[src/rtl/hps_sample_pkg.sv]
// hps_sample_pkg
// Shared definitions for the HPS sample capture block:
//   - Avalon register word addresses (ADDR_DATA .. ADDR_TSTAMP)
//   - FIFO_STATUS bit positions and the FIFO-not-empty interrupt enable bit
//   - edge-capture mode enumeration (rising / falling / any)
package hps_sample_pkg;

    localparam logic [2:0] ADDR_DATA        = 3'd0;
    localparam logic [2:0] ADDR_IRQ_MASK    = 3'd1;
    localparam logic [2:0] ADDR_EDGE_CAP    = 3'd2;
    localparam logic [2:0] ADDR_FIFO_DATA   = 3'd3;
    localparam logic [2:0] ADDR_FIFO_STATUS = 3'd4;
    localparam logic [2:0] ADDR_TSTAMP      = 3'd5;

    localparam int STAT_EMPTY_BIT    = 16;
    localparam int STAT_FULL_BIT     = 17;
    localparam int STAT_OVF_BIT      = 18;
    localparam int MASK_FIFO_IRQ_BIT = 31;

    typedef enum logic [1:0] {
        EDGE_RISING  = 2'd0,
        EDGE_FALLING = 2'd1,
        EDGE_ANY     = 2'd2
    } edge_type_e;

endpackage

[src/rtl/hps_sample_capture_if.sv]
// hps_sample_capture_if
// Avalon-MM slave bus (read latency 1) for the HPS sample capture block.
//   address    : register word address
//   chipselect : slave select
//   read       : read strobe
//   write      : write strobe
//   writedata  : 32-bit write data
//   readdata   : 32-bit registered read data
// Modports: master (HPS bridge / testbench side), slave (capture block side).
interface hps_sample_capture_if;

    logic [2:0]  address;
    logic        chipselect;
    logic        read;
    logic        write;
    logic [31:0] writedata;
    logic [31:0] readdata;

    modport master (
        output address, chipselect, read, write, writedata,
        input  readdata
    );

    modport slave (
        input  address, chipselect, read, write, writedata,
        output readdata
    );

endinterface

[src/rtl/hps_sample_fifo.sv]
// hps_sample_fifo
// Synchronous FIFO used to hold strobe-captured samples.
// Ports:
//   clk, reset_n : clock, asynchronous active-low reset
//   push, din    : write request and data
//   pop          : read request (ignored when empty)
//   dout         : head entry, valid whenever not empty
//   level        : number of stored entries, 0..DEPTH
//   empty, full  : status flags
// A push while full is accepted only if a pop happens in the same cycle.
module hps_sample_fifo #(
    parameter int WIDTH = 9,
    parameter int DEPTH = 16
) (
    input  logic                     clk,
    input  logic                     reset_n,
    input  logic                     push,
    input  logic                     pop,
    input  logic [WIDTH-1:0]         din,
    output logic [WIDTH-1:0]         dout,
    output logic [$clog2(DEPTH):0]   level,
    output logic                     empty,
    output logic                     full
);

    localparam int AW = $clog2(DEPTH);

    // Pointers carry one extra wrap bit so full and empty are distinguishable.
    logic [AW:0]      wr_ptr;
    logic [AW:0]      rd_ptr;
    logic [WIDTH-1:0] mem [DEPTH];
    logic             do_push;
    logic             do_pop;

    assign do_pop  = pop & ~empty;
    assign do_push = push & (~full | do_pop);

    assign level = wr_ptr - rd_ptr;
    assign empty = (wr_ptr == rd_ptr);
    assign full  = (wr_ptr[AW] != rd_ptr[AW]) && (wr_ptr[AW-1:0] == rd_ptr[AW-1:0]);
    assign dout  = mem[rd_ptr[AW-1:0]];

    // Pointer update. When full with a simultaneous pop, the write lands in the
    // slot being vacated, which becomes the new tail.
    always_ff @(posedge clk or negedge reset_n) begin
        if (!reset_n) begin
            wr_ptr <= '0;
            rd_ptr <= '0;
        end else begin
            if (do_push) wr_ptr <= wr_ptr + 1'b1;
            if (do_pop)  rd_ptr <= rd_ptr + 1'b1;
        end
    end

    // Storage array; cleared on reset so no stale sample is ever visible.
    always_ff @(posedge clk or negedge reset_n) begin
        if (!reset_n) begin
            for (int i = 0; i < DEPTH; i++) mem[i] <= '0;
        end else if (do_push) begin
            mem[wr_ptr[AW-1:0]] <= din;
        end
    end

endmodule

[src/rtl/hps_sample_capture.sv]
// hps_sample_capture
// Avalon-MM slave (read latency 1) that synchronises a DATA_W-bit sample bus,
// exposes its live value, captures per-bit edges with a maskable interrupt and
// queues samples taken on an external strobe.
// Ports:
//   clk, reset_n  : clock, asynchronous active-low reset
//   bus           : hps_sample_capture_if.slave (address/chipselect/read/write/
//                   writedata/readdata)
//   in_port       : asynchronous DATA_W-bit sample bus
//   sample_strobe : asynchronous capture request (rising edge pushes a sample)
//   irq           : registered level interrupt
// Optional feature macro: HPS_SAMPLE_TIMESTAMP_EN
//   defined   -> 16-bit free-running timestamp stored with each FIFO entry,
//                last popped timestamp readable at address 5
//   undefined -> no timestamp, address 5 reads 0
module hps_sample_capture
    import hps_sample_pkg::*;
#(
    parameter int DATA_W      = 9,
    parameter int FIFO_DEPTH  = 16,
    parameter int SYNC_STAGES = 2,
    parameter int EDGE_TYPE   = 0
) (
    input  logic                clk,
    input  logic                reset_n,
    hps_sample_capture_if.slave bus,
    input  logic [DATA_W-1:0]   in_port,
    input  logic                sample_strobe,
    output logic                irq
);

`ifdef HPS_SAMPLE_TIMESTAMP_EN
    localparam int FIFO_W = DATA_W + 16;
`else
    localparam int FIFO_W = DATA_W;
`endif

    logic [DATA_W-1:0]            data_sync [SYNC_STAGES];
    logic [SYNC_STAGES-1:0]       strb_sync;
    logic [DATA_W-1:0]            sync_data;
    logic                         sync_strb;
    logic [DATA_W-1:0]            prev_data;
    logic                         prev_strb;
    logic [DATA_W-1:0]            edge_det;
    logic [DATA_W-1:0]            edge_capture;
    logic [DATA_W-1:0]            edge_clr;
    logic [DATA_W-1:0]            mask_edge;
    logic                         mask_fifo;
    logic                         overflow;
    logic                         wr_mask;
    logic                         wr_edge;
    logic                         wr_status;
    logic                         push_req;
    logic                         pop_req;
    logic [FIFO_W-1:0]            fifo_din;
    logic [FIFO_W-1:0]            fifo_dout;
    logic [$clog2(FIFO_DEPTH):0]  fifo_level;
    logic                         fifo_empty;
    logic                         fifo_full;
    logic [15:0]                  tstamp_rd;
    logic [31:0]                  rd_mux;
    logic                         unused_wdata;

    assign unused_wdata = ^bus.writedata;

    // Synchroniser chains for the asynchronous sample bus and strobe; both use
    // the same depth so a strobe and its data arrive together.
    always_ff @(posedge clk or negedge reset_n) begin
        if (!reset_n) begin
            for (int i = 0; i < SYNC_STAGES; i++) data_sync[i] <= '0;
            strb_sync <= '0;
        end else begin
            data_sync[0] <= in_port;
            for (int i = 1; i < SYNC_STAGES; i++) data_sync[i] <= data_sync[i-1];
            strb_sync <= {strb_sync[SYNC_STAGES-2:0], sample_strobe};
        end
    end

    assign sync_data = data_sync[SYNC_STAGES-1];
    assign sync_strb = strb_sync[SYNC_STAGES-1];

    // Previous-cycle copies for edge detection. These reset to 0, so inputs
    // held high through reset show up as rising edges after release.
    always_ff @(posedge clk or negedge reset_n) begin
        if (!reset_n) begin
            prev_data <= '0;
            prev_strb <= 1'b0;
        end else begin
            prev_data <= sync_data;
            prev_strb <= sync_strb;
        end
    end

    always_comb begin
        if (EDGE_TYPE == int'(EDGE_FALLING))
            edge_det = ~sync_data & prev_data;
        else if (EDGE_TYPE == int'(EDGE_ANY))
            edge_det = sync_data ^ prev_data;
        else
            edge_det = sync_data & ~prev_data;
    end

    assign wr_mask   = bus.chipselect & bus.write & (bus.address == ADDR_IRQ_MASK);
    assign wr_edge   = bus.chipselect & bus.write & (bus.address == ADDR_EDGE_CAP);
    assign wr_status = bus.chipselect & bus.write & (bus.address == ADDR_FIFO_STATUS);
    assign edge_clr  = wr_edge ? bus.writedata[DATA_W-1:0] : '0;

    assign push_req = sync_strb & ~prev_strb;
    assign pop_req  = bus.chipselect & bus.read & (bus.address == ADDR_FIFO_DATA) & ~fifo_empty;

    // Edge capture, interrupt mask and sticky overflow. A fresh edge is OR-ed
    // in after the W1C so it wins over a same-cycle clear; likewise overflow set
    // wins over its clear.
    always_ff @(posedge clk or negedge reset_n) begin
        if (!reset_n) begin
            edge_capture <= '0;
            mask_edge    <= '0;
            mask_fifo    <= 1'b0;
            overflow     <= 1'b0;
        end else begin
            edge_capture <= (edge_capture & ~edge_clr) | edge_det;
            if (wr_mask) begin
                mask_edge <= bus.writedata[DATA_W-1:0];
                mask_fifo <= bus.writedata[MASK_FIFO_IRQ_BIT];
            end
            if (push_req && fifo_full && !pop_req)
                overflow <= 1'b1;
            else if (wr_status && bus.writedata[STAT_OVF_BIT])
                overflow <= 1'b0;
        end
    end

`ifdef HPS_SAMPLE_TIMESTAMP_EN
    logic [15:0] tstamp_cnt;
    logic [15:0] tstamp_latched;

    assign fifo_din  = {tstamp_cnt, sync_data};
    assign tstamp_rd = tstamp_latched;

    // Free-running timestamp; the head entry's stamp is kept when it is popped.
    always_ff @(posedge clk or negedge reset_n) begin
        if (!reset_n) begin
            tstamp_cnt     <= '0;
            tstamp_latched <= '0;
        end else begin
            tstamp_cnt <= tstamp_cnt + 16'd1;
            if (pop_req) tstamp_latched <= fifo_dout[FIFO_W-1:DATA_W];
        end
    end
`else
    assign fifo_din  = sync_data;
    assign tstamp_rd = '0;
`endif

    hps_sample_fifo #(
        .WIDTH (FIFO_W),
        .DEPTH (FIFO_DEPTH)
    ) u_fifo (
        .clk     (clk),
        .reset_n (reset_n),
        .push    (push_req),
        .pop     (pop_req),
        .din     (fifo_din),
        .dout    (fifo_dout),
        .level   (fifo_level),
        .empty   (fifo_empty),
        .full    (fifo_full)
    );

    // Register read mux; evaluated for the current address every cycle.
    always_comb begin
        rd_mux = '0;
        case (bus.address)
            ADDR_DATA: rd_mux[DATA_W-1:0] = sync_data;
            ADDR_IRQ_MASK: begin
                rd_mux[DATA_W-1:0]        = mask_edge;
                rd_mux[MASK_FIFO_IRQ_BIT] = mask_fifo;
            end
            ADDR_EDGE_CAP: rd_mux[DATA_W-1:0] = edge_capture;
            ADDR_FIFO_DATA: begin
                if (!fifo_empty) rd_mux[DATA_W-1:0] = fifo_dout[DATA_W-1:0];
            end
            ADDR_FIFO_STATUS: begin
                rd_mux[15:0]           = 16'(fifo_level);
                rd_mux[STAT_EMPTY_BIT] = fifo_empty;
                rd_mux[STAT_FULL_BIT]  = fifo_full;
                rd_mux[STAT_OVF_BIT]   = overflow;
            end
            ADDR_TSTAMP: rd_mux[15:0] = tstamp_rd;
            default: rd_mux = '0;
        endcase
    end

    // Registered read data and interrupt (one cycle behind their sources).
    always_ff @(posedge clk or negedge reset_n) begin
        if (!reset_n) begin
            bus.readdata <= '0;
            irq          <= 1'b0;
        end else begin
            bus.readdata <= rd_mux;
            irq          <= (|(edge_capture & mask_edge)) | (mask_fifo & ~fifo_empty);
        end
    end

endmodule

[src/flat_wrapper.sv]
// flat-port wrapper written by rule: the top's interface ports become plain ports
module hps_sample_capture_flat import hps_sample_pkg::*;
#(
    parameter int DATA_W      = 9,
    parameter int FIFO_DEPTH  = 16,
    parameter int SYNC_STAGES = 2,
    parameter int EDGE_TYPE   = 0
)
  (clk, reset_n, in_port, sample_strobe, irq, bus_address, bus_chipselect, bus_read, bus_write, bus_writedata, bus_readdata);
  hps_sample_capture_if bus_i ();
  input  logic clk;
  input  logic reset_n;
  input  logic [DATA_W-1:0] in_port;
  input  logic sample_strobe;
  output logic irq;
  input wire logic [$bits(bus_i.address)-1:0] bus_address;
  input wire logic [$bits(bus_i.chipselect)-1:0] bus_chipselect;
  input wire logic [$bits(bus_i.read)-1:0] bus_read;
  input wire logic [$bits(bus_i.write)-1:0] bus_write;
  input wire logic [$bits(bus_i.writedata)-1:0] bus_writedata;
  output wire logic [$bits(bus_i.readdata)-1:0] bus_readdata;
  assign bus_i.address = bus_address;
  assign bus_i.chipselect = bus_chipselect;
  assign bus_i.read = bus_read;
  assign bus_i.write = bus_write;
  assign bus_i.writedata = bus_writedata;
  assign bus_readdata = bus_i.readdata;
  hps_sample_capture #(.DATA_W(DATA_W), .FIFO_DEPTH(FIFO_DEPTH), .SYNC_STAGES(SYNC_STAGES), .EDGE_TYPE(EDGE_TYPE)) u_core (.clk(clk), .reset_n(reset_n), .bus(bus_i), .in_port(in_port), .sample_strobe(sample_strobe), .irq(irq));
endmodule
[config.mk]
export PLATFORM = sky130hd
export DESIGN_NAME = hps_sample_capture_flat
export DESIGN_NICKNAME = d
export VERILOG_FILES = /design/src/rtl/hps_sample_pkg.sv /design/src/rtl/hps_sample_capture_if.sv /design/src/rtl/hps_sample_fifo.sv /design/src/rtl/hps_sample_capture.sv /design/src/flat_wrapper.sv
export SDC_FILE = /design/constraint.sdc
export NUM_CORES = 1
export LEC_CHECK = 0
export ABC_AREA = 1
export CAP_MARGIN = 20
export CORE_UTILIZATION = 59
export CTS_CLUSTER_SIZE = 12
export DETAILED_ROUTE_END_ITERATION = 12
export PLACE_DENSITY = 0.92
export SYNTH_ARGS = -nofsm -noshare
export SYNTH_HDL_FRONTEND = slang
export SYNTH_SLANG_ARGS = --single-unit
[constraint.sdc]
create_clock -name clk -period 3.14 [get_ports clk]
set_clock_uncertainty 0.2 [all_clocks]
set_input_delay 0.628 -clock clk [delete_from_list [all_inputs] [get_ports clk]]
set_output_delay 0.628 -clock clk [all_outputs]
set_load 0.02 [all_outputs]
======== After elaboration in Yosys (flattened, before gate mapping) ========
Cells that the tools add are included.
cells by class
  add/subtract/negate cells ............... 3
  $lt $le $gt $ge ......................... 3
  equal/unequal tests ..................... 7
  muxes and demuxes ....................... 13
  bitwise gates (word level) .............. 24
  reduce and logical (&&, ||, !) cells .... 9
operators by type and width
  operator                                            count
  bitwise mux 144 bit                                 1
  2-to-1 mux 9 bit                                    5
  case mux 9 bit (5 select lines)                     1
  binary-select mux 9 bit (select 4 bit)              1
  demux 9 bit (select 4 bit)                          1
  bitwise AND 9 bit                                   3
  NOT 9 bit                                           2
  bitwise AND 1 bit                                   11
  adder 5 x 1 -> 5 bit, second input constant         2
  >= comparator 5 bit, second input constant          2
  NOT 4 -> 5 bit                                      2
  OR 9 bit                                            1
  OR reduction 9 bit                                  1
  == test 3 x 2 -> 1 bit, second input constant       2
  == test 5 bit                                       1
  logical AND 1 bit                                   5
  < comparator 5 x 1 -> 1 bit, second input constant  1
  subtractor 5 bit                                    1
  == test 4 bit                                       1
  == test 3 x 1 -> 1 bit, second input constant       1
  == test 3 bit, second input constant                1
  logical NOT 3 bit                                   1
  2-to-1 mux 1 bit                                    3
  2-to-1 mux 3 bit                                    1
  5 further kinds                                     8
word-level totals
  bits in registers ....................... 218
  bits of input ports ..................... 50
  logic and storage cells ................. 88

======== Depth between registers and ports, before layout ========
Gate-level depths: netlist of the first run.
  depth after elaboration ................. 6
  mapped depth ............................ 11

======== Cells and area by module ========
From an unflattened synthesis of the first run, not the netlist that was laid out.
unflattened totals
  cells, all modules ...................... 1526
  area total of the unflattened synthesis .. 11374.7 um2
by module, submodules not included
  module              instances  cells each  area each (um2)  sequential area each (um2)
  hps_sample_fifo     1          1228        8735.9           3853.7
  hps_sample_capture  1          298         2638.8           1601.5

======== Worst setup path after synthesis of the first run ========
No wires, ideal clock.
  path type ............................... register -> register
  from .................................... reg u_core.u_fifo.rd_ptr[1]
  to ...................................... reg u_core.u_fifo.mem[52] (netlist bit)
  library setup time ...................... 132 ps
  data arrival time ....................... 2037 ps
  required time ........................... 2808 ps
  path slack .............................. 772 ps
  stages on the path, launching flop included .. 12
  buffers on the path ..................... 3
  cells stage by stage .................... dfrtp_1 > inv_2 > buf_1 > ha_1 > nand2_1 > nor2_4 > o211ai_4 > buf_8 > nand3_4 > buf_8 > nand2_2 > o21ai_2
between the ends
  longest elaborated chain between the ends .. 6
  elaborated cells between the ends (all ways) .. 9
  those cells by class .................... eq/ne: 2; bitwise: 6; reduce/logical: 1
RTL lines
  element                        line                                              source
  start, declared                hps_sample_fifo.sv:30                             logic [AW:0] rd_ptr;
  start signal, assigned         hps_sample_fifo.sv:51                             if (do_pop) rd_ptr <= rd_ptr + 1'b1;
  == test 5 bit                  hps_sample_fifo.sv:39                             assign empty = (wr_ptr == rd_ptr);
  NOT 1 bit                      hps_sample_fifo.sv:35, hps_sample_capture.sv:109
  bitwise AND 1 bit              hps_sample_capture.sv:109                         assign pop_req = bus.chipselect & bus.read & (bus.address == ADDR_FIFO_DATA) & ~fifo_empty;
  bitwise AND 1 bit              hps_sample_fifo.sv:35                             assign do_pop = pop & ~empty;
  OR 1 bit *                     hps_sample_fifo.sv:36                             assign do_push = push & (~full | do_pop);
  bitwise AND 1 bit *            hps_sample_fifo.sv:36
  end signal, assigned by index  hps_sample_fifo.sv:60                             mem[wr_ptr[AW-1:0]] <= din;
  end, declared                  hps_sample_fifo.sv:31                             logic [WIDTH-1:0] mem [DEPTH];
Every way passes the cells marked *; elsewhere a longest branch is shown, timed or not.
A chain may end at the register's enable or synchronous reset.

======== Worst setup path after layout of the first run ========
  from .................................... reg u_core.u_fifo.rd_ptr[3]
  to ...................................... reg u_core.u_fifo.mem[132] (netlist bit)
The elaborated chain is that of the path after synthesis.

==> results of run 1 <==
worst register-to-register path, cell delays in order (launching register included):
cell	delay [ns]
dfrtp_1	0.41
inv_1	0.37
ha_1	0.38
nand2_1	0.16
nor2_4	0.08
o211ai_4	0.10
buf_12	0.25
nand3_2	0.36
o21ai_0	0.33
per-layer routing:
layer,wire (um),track usage
met5,0,0
met2,13000,0.499
met3,2490,0.0563
met1,10100,0.385
met4,1510,0.169
power by group:
group	switching, uW	internal (uW)	total (uW)
Combinational	2720	1460	4180
Clock	1050	1480	2530
Sequential	577	3720	4290
Total	4350	6660	11000
kinds of logic (layout without fill, tap and decap cells):
kind of cell | count (synthesis) | count (layout) | share of synthesized area
adders and majority gates | 10 | 10 | 0.0125
AOI/OAI and AO/OA | 200 | 200 | 0.106
xor gates and xnor gates | 11 | 11 | 0.00976
DFF | 218 | 218 | 0.512
buffers and inverters | 255 | 279 | 0.111
and+or+nand+nor | 594 | 594 | 0.246
other | 1 | 19 | 0.000352
muxes | 1 | 1 | 0.00106
cells in the mapped netlist, types with 2 or more instances:
cell / n / share of area
nor2_1: 26 / 0.0092
o21ai_2: 27 / 0.022
inv_2: 3 / 0.0011
buf_4: 19 / 0.013
nand4_1: 2 / 0.0012
dfrtp_1: 218 / 0.51
ha_1: 9 / 0.011
xor2_1: 5 / 0.0041
nand3_2: 2 / 0.0019
a21oi_1: 7 / 0.0033
o21ai_0: 55 / 0.026
nand2_2: 3 / 0.0018
buf_8: 4 / 0.0056
nand2_1: 438 / 0.15
clkinv_1: 3 / 0.0011
clkbuf_1: 23 / 0.0081
nand3_4: 16 / 0.026
nand3_1: 102 / 0.048
buf_6: 13 / 0.014
inv_1: 174 / 0.061
buf_1: 5 / 0.0018
xnor2_1: 5 / 0.0041
buf_2: 10 / 0.0047
o21ai_1: 108 / 0.051
sequential cells by signal, indices dropped and copies added, names as in the netlist, 9 cells and up:
register	flops
u_core.fifo_din	9
u_core.u_fifo.mem	144
u_core.data_sync	9
u_core.edge_capture	9
u_core.mask_edge	9
u_core.prev_data	9
u_core.bus.readdata	13
final cells by class:
type,instances,share of cell area
sequential,218,0.462
multi-input combinational,835,0.345
inverter,180,0.0572
timing repair buffer,65,0.0537
clock buffer,30,0.0535
tap,225,0.0238
clock inverter,4,0.00434
worst max-delay path by stage:
stage / from / end / slack, ns / cells after the start
floorplan: u_core.u_fifo.rd_ptr[1] / u_core.u_fifo.mem[52] / 0.77 / 11
global placement: bus_address[1] / u_core.u_fifo.mem[126] / 0.47 / 7
detailed placement: bus_address[1] / u_core.u_fifo.mem[132] / 0.35 / 6
CTS: u_core.u_fifo.rd_ptr[3] / u_core.u_fifo.mem[132] / 0.46 / 8
global route: u_core.u_fifo.rd_ptr[3] / u_core.u_fifo.mem[129] / 0.29 / 9
finish: u_core.u_fifo.rd_ptr[3] / u_core.u_fifo.mem[132] / 0.40 / 8
stage by stage:
stage / util / cell area, sq um / hold WS (ns) / worst slack [ns] / power, uW
6_report: 0.676 / 11800 / -0.0371 / 0.402 / 11000
5_1_grt: 0.676 / 11800 / 0.0422 / 0.293 / 11700
4_1_cts: 0.676 / 11800 / 0.0144 / 0.459 / 10900
3_5_place_dp: 0.637 / 11100 / 0.136 / 0.349 / 8270
3_3_place_gp: 0.637 / 11100 / 0.131 / 0.466 / 8040
2_1_floorplan: - / 10700 / 0.131 / 0.772 / 7210
==> results.tsv, run 1 <==
metric	value	unit
cts_inserted_buffers	23	
drv_slew	0	
slowest_delay	0.41	ns
fmax	365	MHz
path_max_fanout	20	
grtUsageTotal	0.306	
avgSynthCellArea	8.25	sq um
area_growth	11.0	%
cp_slowest_cell	dfrtp_1	
die_x	136	um
dpl.cell_count	1523	
ys_warn_count	0	
ys.flop_type	dfrtp_1	
worstPathArrival	2.94	ns
failed_checks	negative hold slack	
total_leakage_power	0.00576	uW
cts_resized	0	
slew_headroom	0.441	
synth.distinct_cells	37	
globalplace.congestion	0.927	
period_share	0.872	
fillers	1272	
drive_gt1_frac	0.0841	
hold_path_class	primary input to async pin	
grt_pass1_wl	43.8	mm
overflow	0	
routedWlPerCell	17.4	um
hold_viol	30	
vias	8895	
power_per_cell_area	932	nW/um^2
ir_drop	0.000623	V
r2r-end	u_core.u_fifo.mem[132]	
dr.pass1.iters	8	
endpoint_kind	register	
worstMarginPinSlew	0.838	ns
io_buffers	42	
num_io_pins	83	
synthArstFlopShare	1.00	
seq_area	5460	sq um
rr_startpoint	u_core.u_fifo.rd_ptr[3]	
critPathLaunchType	register	
r2r_cells	8	
n_antenna_cell	0	
die_h	136	um
start_util	0.609	
ys_ff_latch	218	
syn-cell-area	10600	sq um
setup_viol	0	
rows	48	
die-area	18600	sq um
antenna_found_initial	0	
grt_setup_unrepaired	false	
synth_edf_count	0	
holdWs	-0.0371	ns
viasPerCell	5.71	
required	3.34	ns
tns	0	ns
cts_tree	built	
core	17500	sq um
layout_common_cells	nand2_1 (438), dfrtp_1 (217), inv_1 (174)	
cts.sinks	218	
crit_family	buffers and inverters	
dp_hpwl	16.3	mm
seq_area_frac_synth	0.512	
synthCells	1290	
first_iter_violations	1008	
hold_buffers	0	
path_cells	inv_1 > ha_1 > nand2_1 > nor2_4 > o211ai_4 > buf_12 > nand3_2 > o21ai_0	
final_common_cell	nand2_1	
ff2ff_setup_slack	0.40	ns
run_status	finished, violations left	
post_cts_buffers	0	
nets	1383	
cts_root_buf	clkbuf_16	
drc	0	
drt_wl_total	27.1	mm
ant_nets	0	
fin_cells	1557	
htreeDepth	1	
grt_pass1_vias	8822	
min_period	2.74	ns
setup.worst_path.class	register to register	
cts_buffer_depth	3	
crit_buf_inv	2	
clk_latency	0.51	ns
drv_cap	0	
grt_max_degree	93	
clkTransAtPathRegs	0.06	ns
multi_input_area	4080	sq um
Power figures use the tool's default switching activity.
==> inputs of run 2 (changes only) <==
Settings changed: ABC_AREA 1 to not set, CORE_UTILIZATION 59 to 58, PLACE_DENSITY 0.92 to 0.91.
==> run 2 against run 1 <==
The flow now finishes without violations. Via count down 33%. Fmax is 2.6% lower. Routed wire length down 20%. Largest cell class unchanged. Largest power group unchanged.
==> results.tsv, run 2 <==
metric	value	unit
run_status	completed	
antenna_found_initial	0	
fmax	356	MHz
ant_nets	0	
syn-cell-area	9680	sq um
num_io_pins	83	
drc	0	
drive_gt1_frac	0.333	
worstMarginPinSlew	0.810	ns
hold_viol	0	
area_growth	13.9	%
ys.flop_type	dfrtp_1	
rows	46	
io_buffers	42	
seq_area_frac_synth	0.564	
start_util	0.601	
yosysMostFrequentCell	dfrtp_1	
stdcell_area	11000	sq um
synth.distinct_cells	46	
tns	0	ns
hold_path_class	register to register	
clk_latency	0.50	ns
ir_drop	0.000408	V
first_iter_violations	447	
slew_headroom	0.460	
ys_ff_latch	218	
globalplace.congestion	0.950	
grt_max_degree	71	
holdWs	0.147	ns
vias	5991	
grtUsageTotal	0.265	
drt_wl_total	21.6	mm
seq_area	5460	sq um
multi_input_area	3950	sq um
endpoint_kind	register	
synth_top_area_share	0.564	
reg_top3	u_core.u_fifo.mem (144), u_core.bus.readdata (13)	
ys_warn_count	0	
setup_ws	0.329	ns
cts_inserted_buffers	23	
setup_viol	0	
nets	805	
place_worst_setup_slack	-0.00918	ns
htreeDepth	1	
clkTransAtPathRegs	0.06	ns
die_h	131	um
fillers	1020	
cts_resized	0	
overflow	0	
period_share	0.895	
path_max_fanout	9	
regMostFlops	u_core.u_fifo.mem	
synthTopCellsByArea	dfrtp_1 (56%), mux2_2 (17%), mux4_2 (8.4%)	
n_antenna_cell	0	
grt_pass1_wl	35.5	mm
final_common_cell	dfrtp_1	
synth_edf_count	0	
drv_slew	0	
cts.sinks	218	
worstPathArrival	2.98	ns
layout_common_cells	dfrtp_1 (217), mux2_2 (150), nand2_1 (88)	
required	3.31	ns
drv_cap	0	
critPathLaunchType	register	
cts_buffer_depth	3	
synthArstFlopShare	1.00	
grt_pass1_vias	6440	
ys_top_cells_by_count	dfrtp_1 (218), mux2_2 (150), nand2_1 (88)	
cts_tree	built	
die-area	17200	sq um
core	16100	sq um
power_per_cell_area	930	nW/um^2
setup.worst_path.class	register to register	
routedWlPerCell	22.2	um
viasPerCell	6.16	
dpl-instance-area	10300	sq um
dp_hpwl	13.4	mm
total_leakage_power	0.00498	uW
hold_buffers	1	
avgSynthCellArea	13.9	sq um
synth.largest_area_cell	dfrtp_1	
die_x	131	um
grt_setup_unrepaired	false	
dr.pass1.iters	5	
largest_reg_flops	144	
cts_root_buf	clkbuf_16	
min_period	2.81	ns
synthCells	696	
post_cts_buffers	0	
power	10300	uW
==> run 2: worst paths after layout <==
check                           slack [ns]                endpoint                     from  depth (start not counted)
worst max-delay path                  0.33   u_core.u_fifo.mem[62]  u_core.u_fifo.wr_ptr[3]                          6
worst min-delay path                  0.15      u_core.fifo_din[4]     u_core.data_sync[13]                          0
worst max register to register        0.33   u_core.u_fifo.mem[62]  u_core.u_fifo.wr_ptr[3]                          6
worst min register to register        0.15      u_core.fifo_din[4]     u_core.data_sync[13]                          0
max in group asynchronous             1.48  u_core.u_fifo.mem[126]                  reset_n                          3
min in group asynchronous             0.46  u_core.u_fifo.mem[101]                  reset_n                          2
==> run 2: routing by layer <==
layer | routed length [um] | vias up | GRT usage
met4 | 921 | 0 | 0.115
met2 | 10600 | 327 | 0.435
met3 | 1540 | 69 | 0.0498
met1 | 8540 | 3060 | 0.348
met5 | 0 | - | 0
li1 | - | 2535 | -
==> run 2: final cells by class <==
| cell class | instances | share of cell area |
|---|---|---|
| Inverter | 16 | 0.00545 |
| Sequential cell | 218 | 0.495 |
| Clock buffer | 37 | 0.0642 |
| Multi-Input combinational cell | 429 | 0.358 |
| Tap cell | 216 | 0.0245 |
| Timing Repair Buffer | 57 | 0.0523 |
==> run 2: cell families after synthesis <==
kind of cell    synth area share
mux                        0.272
other cells             0.000387
compound gates            0.0310
fa+ha+maj                 0.0137
simple gates              0.0729
buf+inv                   0.0352
xor+xnor                  0.0109
flops                      0.564
==> run 2: metrics by stage <==
stage               utilization  std cells
floorplan                     -        714
global placement          0.639        935
detailed placement        0.639        935
CTS                       0.684        973
global route              0.684        973
finish                    0.684        973
==> run 2: power by group <==
| group | switching, uW | internal [uW] |
|---|---|---|
| clock network | 1020 | 1520 |
| logic | 1540 | 1790 |
| registers | 608 | 3770 |
| total | 3170 | 7080 |
==> run 2: worst max-delay path, cell delays in order, from the launching register on <==
cell     delay (ns)
dfrtp_1        0.47
ha_1           0.41
nand4_1        0.16
a311o_2        0.20
nand3_1        0.24
nor2_2         0.58
mux2_2         0.42
